$ cat config.mk
export PLATFORM = sky130hd
export DESIGN_NAME = scr1_dmem_copy_initiator
export DESIGN_NICKNAME = d
export VERILOG_FILES = /design/src/rtl/scr1_dmem_copy_initiator.sv
export SDC_FILE = /design/constraint.sdc
export NUM_CORES = 1
export LEC_CHECK = 0
export ABC_CLOCK_PERIOD_IN_PS = 6400
export CAP_MARGIN = 25
export CORE_MARGIN = 2
export CORE_UTILIZATION = 55
export DETAILED_ROUTE_END_ITERATION = 10
export PLACE_DENSITY_LB_ADDON = 0.3
export SYNTH_ARGS = -nofsm -noshare
export SYNTH_HDL_FRONTEND = slang
export SYNTH_SLANG_ARGS = --single-unit
$ cat constraint.sdc
create_clock -name clk -period 6.4 [get_ports clk]
set_input_delay 0.96 -clock clk [delete_from_list [all_inputs] [get_ports clk]]
set_output_delay 0.96 -clock clk [all_outputs]
set_load 0.005 [all_outputs]
$ cat src/rtl/scr1_dmem_copy_initiator.sv
// Word-granular block-copy engine on the SCR1 data-memory request interface.
// Each word is moved as a read followed by a write. At most one transaction
// is outstanding at any time. The engine reports completion, abort and bus
// errors through done/err/err_addr/words_done.

package scr1_dmem_copy_pkg;
    typedef enum logic {
        SCR1_MEM_CMD_RD = 1'b0,
        SCR1_MEM_CMD_WR = 1'b1
    } cmd_e;

    typedef enum logic [1:0] {
        SCR1_MEM_WIDTH_BYTE  = 2'b00,
        SCR1_MEM_WIDTH_HWORD = 2'b01,
        SCR1_MEM_WIDTH_WORD  = 2'b10,
        SCR1_MEM_WIDTH_ERROR = 2'b11
    } width_e;

    typedef enum logic [1:0] {
        SCR1_MEM_RESP_NOTRDY = 2'b00,
        SCR1_MEM_RESP_RDY_OK = 2'b01,
        SCR1_MEM_RESP_RDY_ER = 2'b10
    } resp_e;
endpackage

module scr1_dmem_copy_initiator
    import scr1_dmem_copy_pkg::*;
#(
    parameter int AWIDTH = 32,
    parameter int DWIDTH = 32,
    parameter int LEN_W  = 16
) (
    input  logic              clk,
    input  logic              rst,
    input  logic              start,
    input  logic              abort,
    input  logic [AWIDTH-1:0] src_addr,
    input  logic [AWIDTH-1:0] dst_addr,
    input  logic [LEN_W-1:0]  len,
    output logic              busy,
    output logic              done,
    output logic              err,
    output logic [AWIDTH-1:0] err_addr,
    output logic [LEN_W-1:0]  words_done,
    output logic              dmem_req,
    output cmd_e              dmem_cmd,
    output width_e            dmem_width,
    output logic [AWIDTH-1:0] dmem_addr,
    output logic [DWIDTH-1:0] dmem_wdata,
    input  logic              dmem_req_ack,
    input  logic [DWIDTH-1:0] dmem_rdata,
    input  resp_e             dmem_resp
);

    typedef enum logic [2:0] {
        ST_IDLE    = 3'd0,
        ST_RD_REQ  = 3'd1,
        ST_RD_RESP = 3'd2,
        ST_WR_REQ  = 3'd3,
        ST_WR_RESP = 3'd4
    } state_e;

    // Word alignment mask, word stride and a one in the word-count width.
    localparam logic [AWIDTH-1:0] ADDR_ALIGN = {{(AWIDTH-2){1'b1}}, 2'b00};
    localparam logic [AWIDTH-1:0] ADDR_STEP  = {{(AWIDTH-3){1'b0}}, 3'b100};
    localparam logic [LEN_W-1:0]  LEN_ONE    = {{(LEN_W-1){1'b0}}, 1'b1};

    state_e             r_state;
    state_e             w_state_nxt;
    logic [AWIDTH-1:0]  r_src_cur;
    logic [AWIDTH-1:0]  r_dst_cur;
    logic [LEN_W-1:0]   r_len;
    logic [LEN_W-1:0]   r_words_done;
    logic               r_busy;
    logic               r_done;
    logic               r_err;
    logic [AWIDTH-1:0]  r_err_addr;
    logic               r_abort_pend;
    logic               r_req;
    cmd_e               r_cmd;
    logic [AWIDTH-1:0]  r_addr;
    logic [DWIDTH-1:0]  r_wdata;

    logic [LEN_W-1:0]   w_wd_inc;
    logic               w_stop;

    // A word is the last one when it completes the count, or when an abort
    // is pending / arriving at the word boundary.
    assign w_wd_inc = r_words_done + LEN_ONE;
    assign w_stop   = (w_wd_inc == r_len) || r_abort_pend || abort;

    assign busy       = r_busy;
    assign done       = r_done;
    assign err        = r_err;
    assign err_addr   = r_err_addr;
    assign words_done = r_words_done;
    assign dmem_req   = r_req;
    assign dmem_cmd   = r_cmd;
    assign dmem_width = SCR1_MEM_WIDTH_WORD;
    assign dmem_addr  = r_addr;
    assign dmem_wdata = r_wdata;

    // Next-state decode of the read/write sequencer.
    always_comb begin
        w_state_nxt = r_state;
        case (r_state)
            ST_IDLE: begin
                if (start && (len != '0)) w_state_nxt = ST_RD_REQ;
                else                      w_state_nxt = ST_IDLE;
            end
            ST_RD_REQ: begin
                if (dmem_req_ack) w_state_nxt = ST_RD_RESP;
                else              w_state_nxt = ST_RD_REQ;
            end
            ST_RD_RESP: begin
                if (dmem_resp == SCR1_MEM_RESP_RDY_OK)      w_state_nxt = ST_WR_REQ;
                else if (dmem_resp == SCR1_MEM_RESP_RDY_ER) w_state_nxt = ST_IDLE;
                else                                        w_state_nxt = ST_RD_RESP;
            end
            ST_WR_REQ: begin
                if (dmem_req_ack) w_state_nxt = ST_WR_RESP;
                else              w_state_nxt = ST_WR_REQ;
            end
            ST_WR_RESP: begin
                if (dmem_resp == SCR1_MEM_RESP_RDY_OK) begin
                    if (w_stop) w_state_nxt = ST_IDLE;
                    else        w_state_nxt = ST_RD_REQ;
                end else if (dmem_resp == SCR1_MEM_RESP_RDY_ER) begin
                    w_state_nxt = ST_IDLE;
                end else begin
                    w_state_nxt = ST_WR_RESP;
                end
            end
            default: w_state_nxt = ST_IDLE;
        endcase
    end

    // State register plus all registered outputs and transfer bookkeeping.
    always_ff @(posedge clk) begin
        if (rst) begin
            r_state      <= ST_IDLE;
            r_src_cur    <= '0;
            r_dst_cur    <= '0;
            r_len        <= '0;
            r_words_done <= '0;
            r_busy       <= 1'b0;
            r_done       <= 1'b0;
            r_err        <= 1'b0;
            r_err_addr   <= '0;
            r_abort_pend <= 1'b0;
            r_req        <= 1'b0;
            r_cmd        <= SCR1_MEM_CMD_RD;
            r_addr       <= '0;
            r_wdata      <= '0;
        end else begin
            r_state <= w_state_nxt;
            r_done  <= 1'b0;
            if (abort && r_busy) begin
                r_abort_pend <= 1'b1;
            end
            case (r_state)
                ST_IDLE: begin
                    if (start) begin
                        r_err        <= 1'b0;
                        r_words_done <= '0;
                        if (len != '0) begin
                            r_src_cur    <= src_addr & ADDR_ALIGN;
                            r_dst_cur    <= dst_addr & ADDR_ALIGN;
                            r_len        <= len;
                            r_busy       <= 1'b1;
                            r_abort_pend <= 1'b0;
                            r_req        <= 1'b1;
                            r_cmd        <= SCR1_MEM_CMD_RD;
                            r_addr       <= src_addr & ADDR_ALIGN;
                        end else begin
                            r_done <= 1'b1;
                        end
                    end
                end
                ST_RD_REQ, ST_WR_REQ: begin
                    // Request fields stay untouched until the responder takes them.
                    if (dmem_req_ack) begin
                        r_req <= 1'b0;
                    end
                end
                ST_RD_RESP: begin
                    if (dmem_resp == SCR1_MEM_RESP_RDY_OK) begin
                        r_wdata <= dmem_rdata;
                        r_req   <= 1'b1;
                        r_cmd   <= SCR1_MEM_CMD_WR;
                        r_addr  <= r_dst_cur;
                    end else if (dmem_resp == SCR1_MEM_RESP_RDY_ER) begin
                        r_err        <= 1'b1;
                        r_err_addr   <= r_src_cur;
                        r_done       <= 1'b1;
                        r_busy       <= 1'b0;
                        r_abort_pend <= 1'b0;
                    end
                end
                ST_WR_RESP: begin
                    if (dmem_resp == SCR1_MEM_RESP_RDY_OK) begin
                        r_words_done <= w_wd_inc;
                        r_src_cur    <= r_src_cur + ADDR_STEP;
                        r_dst_cur    <= r_dst_cur + ADDR_STEP;
                        if (w_stop) begin
                            r_done       <= 1'b1;
                            r_busy       <= 1'b0;
                            r_abort_pend <= 1'b0;
                        end else begin
                            r_req  <= 1'b1;
                            r_cmd  <= SCR1_MEM_CMD_RD;
                            r_addr <= r_src_cur + ADDR_STEP;
                        end
                    end else if (dmem_resp == SCR1_MEM_RESP_RDY_ER) begin
                        r_err        <= 1'b1;
                        r_err_addr   <= r_dst_cur;
                        r_done       <= 1'b1;
                        r_busy       <= 1'b0;
                        r_abort_pend <= 1'b0;
                    end
                end
                default: begin
                    r_req  <= 1'b0;
                    r_busy <= 1'b0;
                end
            endcase
        end
    end

endmodule
==> metrics.md, run 1 <==
| Metric | Value |
|---|---|
| Largest net degree at the start of global routing | 103 |
| Unrepaired setup endpoints after global routing | false |
| # placed instances | 1739 |
| Die Height | 142 um |
| Final worst-path cycle share | 67.0% |
| Mapped Area | 10500 um2 |
| Core box area | 18800 um2 |
| CTS H-tree depth | 4 |
| Post-synth EDFFs | 0 |
| Critical path peak fanout | 53 |
| Routed WL | 31.9 mm |
| Final non-filler cell total | 1772 |
| Syn Nets | 1518 |
| Cell at the slowest stage of the critical path | and2_2 |
| Least-Margin Pin Slew | 1.03 ns |
| HPWL Detailed | 21.5 mm |
| Outcome | finished clean |
| Post-synth cell types | 72 |
| Clock slew at the register clock pins of the worst setup and hold paths | 0.07 ns |
| Die Width | 142 um |
| Area grow syn2layout | 27.0% |
| Asr flop ratio synth | 0% |
| Register area share after synthesis | 37.1% |
| Via count | 11000 |
| Root Driver | clkbuf_16 |
| # DRC | 0 |
| Post-route ant nets | 0 |
| Die Area | 20300 um2 |
| VDD IR-drop max | 207 uV |
| CTS tree | built |
| Routed WL per cell | 18.0 um |
| Post-Synth Adder-Cell Area | 0.713% |
| Crit path buf inv count | 1 |
| Vias in the first global route | 9744 |
| Total CTS buffers | 17 |
| Final nets | 1650 |
| Cell-by-cell listing of the critical path | and2_2 -> nand2_1 -> nand2_1 -> and2_2 -> buf_4 -> o21ai_0 -> a21oi_1 -> nor2_1 |
| Cells after Synth | 1393 |
| Max-slew violations | 0 |
| # rows | 50 |
| Worst Skew | 0.0102 ns |
| Avg Vias per Cell | 6.21 |
| Layout cell share with drive strength beyond 1 | 8.00% |
| Data arrival, critical path | 4.59 ns |
| Worst setup EP type | register |
| Critical Path RT | 6.70 ns |
| Number of detailed-route iterations in the first pass | 6 |
| Setup TNS Final | 0 ns |
| Synth Area in Compound Gates | 25.6% |
| Top FF cell, synth | dfxtp_1 |
| Peak Freq | 0.233 GHz |
| HP Class | register to register |
| Syn Area/Cell | 7.56 um2 |
| Startpoint Class | register |
| Clock Tree Buf Depth | 2 |
| Ports | 238 |
| Initial Util | 56.1% |
| Initial antenna violation count | 1 |
| Cell area power density | 223 nW/um2 |
| Max-Cap Viols | 0 |
| Most frequent cells in the layout | nand2_1 (236), clkdlybuf4s50_1 (230), dfxtp_1 (195), nor2_1 (165), a21oi_1 (148) |
| Leakage power total | 4.56 nW |
| Mux share of post-synthesis cell area | 0.321% |
| Post-cts gate resize count | 0 |
| Clock period minus worst slack | 4.29 ns |
| Most common cell after layout, fill and taps aside | nand2_1 |
| # hold bufs at CTS | 0 |
| Synth Area in Simple Gates | 26.7% |
| Final Hold Fails | 0 |
| Global-route wire length before repair | 50.0 mm |
| All-Layer GR Usage | 30.5% |
| Largest family of logic cells by synthesized area | simple AND/OR/NAND/NOR gates |
| Flops & latches, synth | 195 |
| DRC marker count from the first detailed-route iteration | 1253 |
| CP top delay family | simple AND/OR/NAND/NOR gates |
| GP Congestion | 0.903 |
| Clk_lat worst skew | 0.44 ns |
| CTS sink cnt | 195 |
| Grt total ovfl | 0 |
| Synth Area in XOR/XNOR | 3.82% |
| Setup violators final | 0 |
| Syn. warnings | 0 |
| Worst setup path class | register to register |
| Slew HR | 31.2% |
| Largest stage delay, worst path | 0.82 ns |
| Post-CTS Setup Inserts | 0 |
| # port buffers | 231 |
-- synthesized netlist by cell type, types with 17 or more instances --
cell type | count | share of area (%)
nand3_1 | 51 | 2.4
a22oi_1 | 22 | 1.6
a21oi_1 | 148 | 7.0
nor4_1 | 20 | 1.2
nor2_1 | 168 | 6.0
nand2_1 | 237 | 8.4
dfxtp_1 | 195 | 37
clkbuf_1 | 110 | 3.9
nor3_1 | 23 | 1.1
xnor2_1 | 27 | 2.2
xor2_1 | 19 | 1.6
nand4_1 | 17 | 1.0
a31oi_1 | 17 | 1.0
a311oi_1 | 37 | 3.1
o21ai_0 | 70 | 3.3
nor3_2 | 23 | 2.2
and3_1 | 18 | 1.1
-- area by class of cell --
cell class / instances / area [um2]
fillers: 1521 / 5390
diodes: 1 / 2.50
multi-input cells: 1057 / 6070
flip-flops and latches: 195 / 3900
clock inverters: 12 / 174
repair buffers: 245 / 2450
clock buffers: 19 / 453
well taps: 234 / 293
inverters: 9 / 33.8
-- path summary, 6_finish.rpt --
kind	startpoint	to	slack, ns	cells past startpoint
max	r_state[2]$_SDFF_PP0_	r_dst_cur[7]$_SDFFE_PP0P_	2.11	8
min	dmem_wdata[1]$_SDFFE_PP0P_	dmem_wdata[1]$_SDFFE_PP0P_	0.45	2
max reg2reg	r_state[2]$_SDFF_PP0_	r_dst_cur[7]$_SDFFE_PP0P_	2.11	8
min reg2reg	dmem_wdata[1]$_SDFFE_PP0P_	dmem_wdata[1]$_SDFFE_PP0P_	0.45	2
-- cell families (layout without fill, tap and decap cells) --
logic type               after synthesis  in the layout
multiplexers                           3              3
flip-flops                           195            195
other                                  2              3
AND/OR/NAND/NOR                      601            601
buffers and inverters                141            285
adder cells (fa/ha/maj)                6              6
AO/OA/AOI/OAI                        399            399
XOR/XNOR                              46             46
-- per-layer routing --
| layer | GRT usage (%) | wire, um | up-vias |
|---|---|---|---|
| met5 | 0 | 0 | - |
| met4 | 9.69 | 597 | 0 |
| met3 | 7.00 | 3440 | 48 |
| met2 | 46.6 | 14500 | 555 |
| met1 | 42.9 | 13400 | 5153 |
| li1 | - | - | 5243 |
-- state kept, by name, indices dropped and copies added, names as in the netlist --
name / count
dmem_cmd: 1
dmem_addr: 31
r_state: 3
r_dst_cur: 30
r_abort_pend: 1
err_addr: 31
dmem_wdata: 32
dmem_req: 1
busy: 1
r_len: 16
err: 1
words_done: 16
done: 1
r_src_cur: 30
-- per-stage QoR --
stage               utilization (%)  hold WS [ns]  setup slack (ns)  area, um2  total power, mW
floorplan                         -         0.445              3.40      10500             1.65
global placement               67.7         0.436              1.90      12700             1.85
detailed placement             67.8         0.446              1.78      12700             1.86
CTS                            71.2         0.456              2.22      13400             2.99
global route                   71.3         0.474              1.88      13400             3.09
finish                         71.3         0.453              2.11      13400             2.99
-- power breakdown --
part | internal [mW] | switching [mW] | total [mW]
Combinational | 0.234 | 0.240 | 0.474
Clock | 0.645 | 0.495 | 1.14
Sequential | 1.28 | 0.0929 | 1.37
-- worst register-to-register path: cells and delay by family, from the launching register on --
| kind | cells | cell delay (ns) |
|---|---|---|
| buf+inv | 1 | 0.54 |
| flops | 1 | 0.72 |
| compound gates | 2 | 0.50 |
| simple gates | 5 | 2.40 |
(Power assumes the default switching activity.)
==> run 2: changes to the inputs <==
--- a/config.mk
+++ b/config.mk
@@ -5,10 +5,10 @@
 export SDC_FILE = /design/constraint.sdc
 export NUM_CORES = 1
 export LEC_CHECK = 0
-export ABC_CLOCK_PERIOD_IN_PS = 6400
+export ABC_CLOCK_PERIOD_IN_PS = 3650
 export CAP_MARGIN = 25
 export CORE_MARGIN = 2
-export CORE_UTILIZATION = 55
+export CORE_UTILIZATION = 46
 export DETAILED_ROUTE_END_ITERATION = 10
 export PLACE_DENSITY_LB_ADDON = 0.3
 export SYNTH_ARGS = -nofsm -noshare
==> constraint.sdc (replaced) <==
create_clock -name clk -period 3.65 [get_ports clk]
set_input_delay 0.5475 -clock clk [delete_from_list [all_inputs] [get_ports clk]]
set_output_delay 0.5475 -clock clk [all_outputs]
set_load 0.005 [all_outputs]
==> metrics.md, run 2 (synthesis results as in run 1) <==
| Metric | Value |
|---|---|
| Multi-input logic area | 6090 um2 (+0.39%) |
| Routed WL per cell | 18.3 um (+1.6%) |
| Post-CTS Setup Inserts | 0 (unchanged) |
| # DRC | 0 (unchanged) |
| GP Congestion | 0.901 (-0.13%) |
| Max-Cap Viols | 0 (unchanged) |
| Worst R2R Setup Slack | 0.26 ns (-1.86 ns) |
| All-Layer GR Usage | 27.1% (-3.4 points) |
| Initial Util | 46.7% (-9.5 points) |
| Final nets | 1668 (+1.1%) |
| HPWL Detailed | 23.0 mm (+6.8%) |
| Area grow syn2layout | 28.7% |
| VDD IR-drop max | 292 uV (+42%) |
| Post-route ant nets | 0 (unchanged) |
| Die Width | 155 um (+9.1%) |
| Ports | 238 (unchanged) |
| Clock period minus worst slack | 3.39 ns (-0.892 ns) |
| Core box area | 22600 um2 (+20%) |
| Critical path peak fanout | 15 (-72%) |
| Clock slew at the register clock pins of the worst setup and hold paths | 0.07 ns (about the same) |
| # port buffers | 231 (unchanged) |
| Max-slew violations | 0 (unchanged) |
| CTS sink cnt | 195 (unchanged) |
| Clock Tree Buf Depth | 2 (unchanged) |
| Worst Reg-to-Reg Cells | 9 (+1) |
| Worst Skew | 0.0119 ns (+0.00176 ns) |
| Final setup margin | 0.256 ns (-1.86 ns) |
| Clk_lat worst skew | 0.44 ns (about the same) |
| Final Hold Fails | 0 (unchanged) |
| Pre-CTS setup slack | 0.251 ns (-1.53 ns) |
| # rows | 55 (+10%) |
| Max reg flops | 32 (unchanged) |
| Worst Hold End | dmem_wdata[21]$_SDFFE_PP0P_ |
| Least-Margin Pin Slew | 0.953 ns (-0.0737 ns) |
| Routed WL | 33.7 mm (+5.5%) |
| Most common cell after layout, fill and taps aside | nand2_1 |
| Vias in the first global route | 9796 (+0.53%) |
| Avg Vias per Cell | 5.89 (-5.0%) |
| Most frequent cells in the layout | nand2_1 (236), clkdlybuf4s50_1 (230), dfxtp_1 (195), nor2_1 (165), a21oi_1 (148) |
| Worst r2r dst | dmem_addr[2]$_SDFFE_PP0P_ |
| Met2 usage | 44.0% (-2.6 points) |
| Via count | 10900 (-1.3%) |
| Leakage power total | 4.62 nW (+1.4%) |
| Root Driver | clkbuf_16 |
| N_diodes | 0 (-1) |
| Setup violators final | 0 (unchanged) |
| Grt total ovfl | 0 (unchanged) |
| Critical Path RT | 3.94 ns (-2.76 ns) |
| Met3 GRT Util | 6.43% (-0.56 points) |
| Worst setup path class | register to register |
| Unrepaired setup endpoints after global routing | false |
| Hold path startpoint | dmem_wdata[21]$_SDFFE_PP0P_ |
| Startpoint Class | register |
| Global-route wire length before repair | 52.5 mm (+4.9%) |
| Final worst-path cycle share | 93.0% (+26 points) |
| Outcome | finished clean |
| WHS Path Cells | 2 (unchanged) |
| Total CTS buffers | 17 (unchanged) |
| Worst setup EP type | register |
| Reg-to-Reg Start | words_done[0]$_SDFFE_PP0P_ |
| HP Class | register to register |
| Largest net degree at the start of global routing | 116 (+13%) |
| CTS H-tree depth | 4 (unchanged) |
| Die Height | 155 um (+9.1%) |
| Cell area power density | 379 nW/um2 (+70%) |
| FF/Latch Area | 3900 um2 (unchanged) |
| Die Area | 24100 um2 (+19%) |
| Peak Freq | 0.295 GHz (+26%) |
| Setup TNS Final | 0 ns (unchanged) |
| Layout cell share with drive strength beyond 1 | 9.19% (+1.2 points) |
| Number of detailed-route iterations in the first pass | 5 (-1) |
| Met1 usage | 35.7% (-7.2 points) |
| Gr busiest metal | met2 |
| CTS tree | built |
| Data arrival, critical path | 3.69 ns (-0.90 ns) |
| Slew HR | 36.5% (+5.2 points) |
| Initial antenna violation count | 0 (-1) |
| FILL cells | 2003 (+32%) |
| DRC marker count from the first detailed-route iteration | 1178 (-6.0%) |
## run 2: cell count changes in the layout (fill, tap and decap cells not counted)
cell	delta
buf_4	+15
inv_6	+5
buf_12	+3
bufinv_16	-2
clkbuf_8	-2
clkinv_2	+2
clkinv_4	-2
nor4_1	-2
nor4_2	+2
buf_16	-1
clkinvlp_4	+1
diode_2	-1
inv_8	-1
o2111a_1	+1
## run 2: final cells by class
class | count | area share (%)
multi-input cells | 1058 | 45.0
well taps | 285 | 2.63
clock buffers | 17 | 3.14
flip-flops and latches | 195 | 28.8
repair buffers | 262 | 19.2
inverters | 9 | 0.249
clock inverters | 15 | 1.08
## run 2: what timing repair did
item | 4_1_cts | 5_1_grt
resized for setup | 0 | 2
hold buffers | 0 | 0
setup endpoints to repair | 0 | 16
## run 2: how the worst max path moves through the flow
| stage | start | end | depth (start not counted) |
|---|---|---|---|
| global placement | words_done[0]$_SDFFE_PP0P_ | dmem_addr[10]$_SDFFE_PP0P_ | 9 |
| finish | words_done[0]$_SDFFE_PP0P_ | dmem_addr[2]$_SDFFE_PP0P_ | 9 |
| floorplan | words_done[0]$_SDFFE_PP0P_ | dmem_addr[20]$_SDFFE_PP0P_ | 11 |
| global route | words_done[0]$_SDFFE_PP0P_ | dmem_addr[17]$_SDFFE_PP0P_ | 9 |
| CTS | words_done[0]$_SDFFE_PP0P_ | dmem_addr[9]$_SDFFE_PP0P_ | 9 |
| detailed placement | words_done[0]$_SDFFE_PP0P_ | dmem_addr[9]$_SDFFE_PP0P_ | 9 |
## run 2: worst max-delay path: stages, from the launching register on
cell and delay, ns:
dfxtp_1 0.47, ha_1 0.29, nand3_1 0.22, xnor2_1 0.32
mux2_2 0.37, o221a_2 0.26, or2_2 0.34, o2111a_1 0.59
nor3_2 0.31, a211oi_2 0.07
## run 2: report_power, final
part | internal [mW] | switching, mW
combinational | 0.421 | 0.436
sequential | 2.25 | 0.158
clock | 0.961 | 0.910
## run 2: through the flow
step	area [um2]	hold slack (ns)	power (mW)	utilization, %	std cells
after global placement	13000	0.439	3.28	57.4	1808
after CTS	13500	0.459	5.15	60.0	1840
after global routing	13600	0.477	5.34	60.1	1841
after detailed placement	13000	0.444	3.29	57.4	1808
after floorplan	10500	0.445	2.89	-	1393
final	13600	0.457	5.13	60.1	1841
## run 2: per-layer routing
metal | part of all wire, % | routed length [um]
met1 | 43 | 14400
met2 | 47 | 15700
met3 | 7.7 | 2590
met4 | 2.7 | 915
met5 | 0 | 0
==> run 3: changes to the inputs <==
--- a/config.mk
+++ b/config.mk
@@ -10,6 +10,7 @@
 export CORE_MARGIN = 2
 export CORE_UTILIZATION = 46
 export DETAILED_ROUTE_END_ITERATION = 10
+export GPL_ROUTABILITY_DRIVEN = 0
 export PLACE_DENSITY_LB_ADDON = 0.3
 export SYNTH_ARGS = -nofsm -noshare
 export SYNTH_HDL_FRONTEND = slang
==> results of run 3 <==
Final layout, timing and power as in run 2 (identical DEF).
